## config.mk

```make
export PLATFORM = sky130hd
export DESIGN_NAME = add_arbiter
export DESIGN_NICKNAME = d
export VERILOG_FILES = /design/src/rtl/add_arbiter_pkg.sv /design/src/rtl/add_arbiter_fadder32.sv /design/src/rtl/add_arbiter.sv
export SDC_FILE = /design/constraint.sdc
export NUM_CORES = 1
export LEC_CHECK = 0
export ABC_AREA = 1
export CORE_AREA = 4 4 119 121
export DETAILED_ROUTE_END_ITERATION = 7
export DIE_AREA = 0 0 123 125
export HOLD_SLACK_MARGIN = 0.15
export PLACE_DENSITY_LB_ADDON = 0.08
export SETUP_SLACK_MARGIN = 0.5
export SLEW_MARGIN = 30
export SYNTH_ARGS = -nofsm -noshare
export SYNTH_HDL_FRONTEND = slang
export SYNTH_SLANG_ARGS = --single-unit
```

## constraint.sdc

```tcl
create_clock -name clk -period 3.96 [get_ports clk]
set_input_delay 0.792 -clock clk [delete_from_list [all_inputs] [get_ports clk]]
set_output_delay 0.792 -clock clk [all_outputs]
set_load 0.02 [all_outputs]
```

## src/rtl/add_arbiter_pkg.sv

```systemverilog
// Shared types and widths for the two-requester arbitrated adder.
// The state encoding is fixed so that res_valid is simply the state bit.
package add_arbiter_pkg;

    localparam int DATA_W = 32;
    localparam int CNT_W  = 8;

    typedef enum logic {
        IDLE   = 1'b0,
        RESULT = 1'b1
    } state_t;

endpackage

```

## src/rtl/add_arbiter_fadder32.sv

```systemverilog
// 32-bit full adder: {cout,sum} = a + b + cin, carry out of bit 31 kept.
module fadder32
    import add_arbiter_pkg::*;
(
    input  logic [DATA_W-1:0] a,
    input  logic [DATA_W-1:0] b,
    input  logic              cin,
    output logic [DATA_W-1:0] sum,
    output logic              cout
);

    logic [DATA_W:0] full_sum;

    assign full_sum = {1'b0, a} + {1'b0, b} + {{DATA_W{1'b0}}, cin};
    assign sum      = full_sum[DATA_W-1:0];
    assign cout     = full_sum[DATA_W];

endmodule

```

## src/rtl/add_arbiter.sv

```systemverilog
// Two requesters share one adder; one registered result slot with valid/ready
// handshake, round-robin or fixed-priority grant, and an accepted-result counter.
module add_arbiter
    import add_arbiter_pkg::*;
#(
    parameter bit RR_EN = 1'b1
) (
    input  logic              clk,
    input  logic              rst_n,
    input  logic              req0,
    input  logic              req1,
    input  logic [DATA_W-1:0] a0,
    input  logic [DATA_W-1:0] b0,
    input  logic [DATA_W-1:0] a1,
    input  logic [DATA_W-1:0] b1,
    input  logic              cin0,
    input  logic              cin1,
    output logic              gnt0,
    output logic              gnt1,
    output logic              res_valid,
    input  logic              res_ready,
    output logic              res_id,
    output logic [DATA_W-1:0] res_sum,
    output logic              res_cout,
    output logic [CNT_W-1:0]  done_cnt
);

    state_t             state_reg, state_next;
    logic               last_id_reg;
    logic               id_reg;
    logic [DATA_W-1:0]  sum_reg;
    logic               cout_reg;
    logic [CNT_W-1:0]   done_cnt_reg;

    logic               slot_free;
    logic               grant;
    logic               sel;
    logic [DATA_W-1:0]  op_a, op_b;
    logic               op_cin;
    logic [DATA_W-1:0]  add_sum;
    logic               add_cout;

    // The slot is free when empty, or when its current result leaves this cycle.
    assign slot_free = (state_reg == IDLE) || res_ready;
    assign res_valid = (state_reg == RESULT);

    always_comb begin
        gnt0 = 1'b0;
        gnt1 = 1'b0;
        if (rst_n && slot_free) begin
            if (req0 && req1) begin
                if (RR_EN && (last_id_reg == 1'b0))
                    gnt1 = 1'b1;
                else
                    gnt0 = 1'b1;
            end else if (req0) begin
                gnt0 = 1'b1;
            end else if (req1) begin
                gnt1 = 1'b1;
            end
        end
    end

    assign grant  = gnt0 | gnt1;
    assign sel    = gnt1;
    assign op_a   = sel ? a1   : a0;
    assign op_b   = sel ? b1   : b0;
    assign op_cin = sel ? cin1 : cin0;

    fadder32 u_fadder32 (
        .a    (op_a),
        .b    (op_b),
        .cin  (op_cin),
        .sum  (add_sum),
        .cout (add_cout)
    );

    always_comb begin
        state_next = state_reg;
        if (grant)
            state_next = RESULT;
        else if ((state_reg == RESULT) && res_ready)
            state_next = IDLE;
    end

    always_ff @(posedge clk) begin
        if (!rst_n) begin
            state_reg    <= IDLE;
            last_id_reg  <= 1'b1;
            id_reg       <= 1'b0;
            sum_reg      <= '0;
            cout_reg     <= 1'b0;
            done_cnt_reg <= '0;
        end else begin
            state_reg <= state_next;
            if (grant) begin
                sum_reg     <= add_sum;
                cout_reg    <= add_cout;
                id_reg      <= sel;
                last_id_reg <= sel;
            end
            if (res_valid && res_ready)
                done_cnt_reg <= done_cnt_reg + CNT_W'(1);
        end
    end

    assign res_id   = id_reg;
    assign res_sum  = sum_reg;
    assign res_cout = cout_reg;
    assign done_cnt = done_cnt_reg;

endmodule

```

==> impl_metrics.py <==
metrics = {
    "run_status": {
        "outcome": "finished, final reports clean",
    },
    "setup_path": {
        "critical_path_class": "input port to flip-flop",
        "reg2regPathDepth": 20,
        "critPathRequiredTime_ns": 4.15,
        "setup.worst_path.start": "req1",
        "endpoint_kind": "flip-flop",
        "crit_slowest_cell": "clkdlybuf4s50_1",
        "cpPeakStageDelay_ns": 0.50,
        "r2r-start": "res_valid",
        "rr_endpoint": "res_sum[31]",
        "start_kind": "input port",
        "cp_cell_sequence": "clkdlybuf4s50_1 > nand2_2 > a21oi_4 > buf_8 > buf_12 > buf_4 > buf_16 > buf_8 > nand2_1 > nand2_1 > ha_1 > a21o_1 > nor2_1 > nand2_1 > a21oi_1 > nand2_1 > nand2_1 > nand3_1 > nand2_1 > inv_1",
        "cp_max_fo": 8,
        "arrival_ns": 3.51,
        "cp-endpoint": "res_sum[31]",
        "r2r_slack_ns": 1.12,
        "path_common_cell": "nand2_1",
    },
    "floorplanning": {
        "dieArea_um2": 15400,
        "die_w_um": 123,
        "num_rows": 42,
        "initial_core_util": 0.374,
        "io_pins": 180,
        "die_h_um": 125,
        "design.core.area_um2": 13100,
    },
    "synth": {
        "syn-cell-area_um2": 4900,
        "synthDistinctLibCells": 29,
        "ys_seq_elements": 44,
        "synth_area_leaders": "nand2_1 (33%), dfxtp_1 (18%), inv_1 (12%)",
        "synth_top_area_frac": 0.334,
        "avgSynthCellArea_um2": 5.20,
        "syn_inst": 941,
        "syn_nets": 1110,
        "ys_warn_count": 0,
        "yosysTopAreaCell": "nand2_1",
        "yosysSeqAreaShare": 0.180,
    },
    "detailed_routing": {
        "via_count": 5940,
        "routed_wl_um": 16600,
        "post_drt_wl_per_cell_um": 12.7,
        "drtAntennaViolNets": 0,
        "first_pass_iters": 5,
        "drt-vias-per-instance": 4.55,
        "drc": 0,
        "first_iter_violations": 291,
    },
    "cells_and_area": {
        "syn_to_final_growth_pct": 57.6,
        "fin_nets": 1298,
        "final_cells": 1306,
        "largest_reg_flops": 32,
        "final_layout_size_suffix_gt1_frac": 0.109,
        "antenna_cells": 0,
    },
    "global_route": {
        "grt_max_degree": 60,
        "grt_pass1_vias": 5551,
        "antenna_found_initial": 0,
        "grt_util_all_layers": 0.209,
        "gr-total-overflow": 0,
        "grt_pass1_wl_um": 26400,
    },
    "place": {
        "place_inst": 1282,
        "detailed_place_hpwl_um": 12700,
        "io_buffer_count": 179,
        "gp_congestion": 0.914,
    },
    "cts": {
        "cts_sinks": 44,
        "cts_tree": "done",
        "clk_pin_slew_ns": 0.06,
        "clockRootBuffer": "clkbuf_16",
        "insertion_delay_ns": 0.28,
        "htreeDepth": 2,
        "cts_buffer_depth": 2,
        "numCtsBuffers": 5,
    },
    "power": {
        "p_int_w": 0.00130,
        "p_seq_frac": 0.238,
        "leakagePower_nw": 4.05,
        "power_density_nw_per_um2": 282,
        "pwr-share-clk": 0.193,
        "p_sw_frac": 0.402,
        "p_switching_w": 0.000876,
        "p_comb_frac": 0.569,
        "ir_worst_vdd_uv": 198,
    },
    "sta": {
        "period_share": 0.840,
        "fin_setup_tns_ns": 0,
        "rsz0062_at_grt": "yes",
        "worstMarginPinSlew_ns": 0.486,
        "slew_violations": 0,
        "timing_hold_violations_final": 0,
        "worst_clock_skew_ns": 0.00450,
        "finalCriticalPeriod_ns": 3.33,
        "relSlewSlack": 0.675,
        "setup_viol": 0,
        "fmax_mhz": 300,
    },
    "run": {
        "cap_viol_max_count": 0,
    },
    "min_path": {
        "holdCritPathClass": "flip-flop to flip-flop",
    },
}
## synth_stat cells
cell	n
inv_2	2
xor2_1	11
o211ai_1	2
o21bai_1	4
xnor2_1	4
and2_1	1
fa_1	2
dfxtp_1	44
nand3_1	43
and3_1	1
nand2_1	436
nand2_2	1
o21ai_0	16
buf_4	5
nor2_2	1
ha_1	32
inv_1	152
buf_2	4
buf_1	1
o21ai_1	7
buf_6	4
nor3_1	7
a21o_1	1
mux2i_1	3
clkbuf_1	10
nand4_1	4
nor2_1	108
a21oi_1	33
a21oi_2	2
## power groups by stage
stage	Sequential, W	Combinational [W]	Clock, W
5_1_grt	0.000524	0.00137	0.000445
6_report	0.000518	0.00124	0.000420
3_3_place_gp	0.000527	0.00107	0
2_1_floorplan	0.000579	0.000602	0
3_5_place_dp	0.000529	0.00107	0
4_1_cts	0.000519	0.00117	0.000427
## kinds of logic (layout without fill, tap and decap cells)
family,after synthesis,count (layout),synth area share
AO/OA/AOI/OAI,65,65,0.0715
XOR/XNOR,15,15,0.0268
adder cells (fa/ha/maj),34,34,0.0899
buffers and inverters,178,367,0.147
flip-flops,44,44,0.180
multiplexers,3,3,0.00613
AND/OR/NAND/NOR,602,602,0.478
## final cells by class
cell class	count	area, um^2
multi-input cells	719	3750
clock buffers	7	143
flip-flops and latches	44	881
well taps	176	220
clock inverters	1	7.51
fillers	1325	5370
inverters	154	578
repair buffers	205	2140
## per-stage QoR
step | worst slack [ns] | cell area (um^2) | hold slack [ns] | utilization | power, W
global route | 0.472 | 7720 | 0.501 | 0.590 | 0.00234
global placement | 0.0376 | 6870 | 0.450 | 0.525 | 0.00160
CTS | 0.562 | 7470 | 0.470 | 0.571 | 0.00211
finish | 0.632 | 7720 | 0.465 | 0.590 | 0.00218
detailed placement | 0.0479 | 6870 | 0.460 | 0.525 | 0.00160
floorplan | 0.796 | 4900 | 0.497 | - | 0.00118
## worst max-delay path: cells and delay by family
| kind | cells | cell delay [ns] |
|---|---|---|
| AOI/OAI and AO/OA | 3 | 0.60 |
| buffers and inverters | 7 | 1.15 |
| and+or+nand+nor | 9 | 0.65 |
| adders and majority gates | 1 | 0.32 |
## how the worst min path moves through the flow
stage / depth (start not counted) / startpoint / to / slack, ns
floorplan: 2 / last_id_reg / last_id_reg / 0.50
global placement: 2 / res_id / res_id / 0.45
detailed placement: 2 / done_cnt[7] / done_cnt[7] / 0.46
CTS: 2 / done_cnt[7] / done_cnt[7] / 0.47
global route: 2 / res_id / res_id / 0.50
finish: 2 / done_cnt[7] / done_cnt[7] / 0.46
## layout by cell type, fill, tap and decap left out, types with 8 or more instances in the layout
cell               n
xor2_1            11
dfxtp_1           44
nand2_2           29
ha_4              18
nor2_2             8
nand3_1           38
o21ai_0           16
ha_2               8
nand2_1          406
clkdlybuf4s50_1  176
buf_4             16
inv_1            150
nor2_1           100
a21oi_1           27
## repair_timing
item / CTS / global route
setup endpoints to repair: 25 / 25
gates resized for setup: 56 / 52
cloned: 4 / 0
pin swaps: 7 / 4
setup buffers: 7 / 5
hold buffers: 0 / 0
## layer usage
layer,vias up,track usage,wire [um]
li1,3208,-,-
met1,2537,0.296,8060
met2,179,0.332,7160
met3,16,0.0339,1120
met4,0,0.0476,216
met5,-,0,0
(Power assumes the default switching activity.)
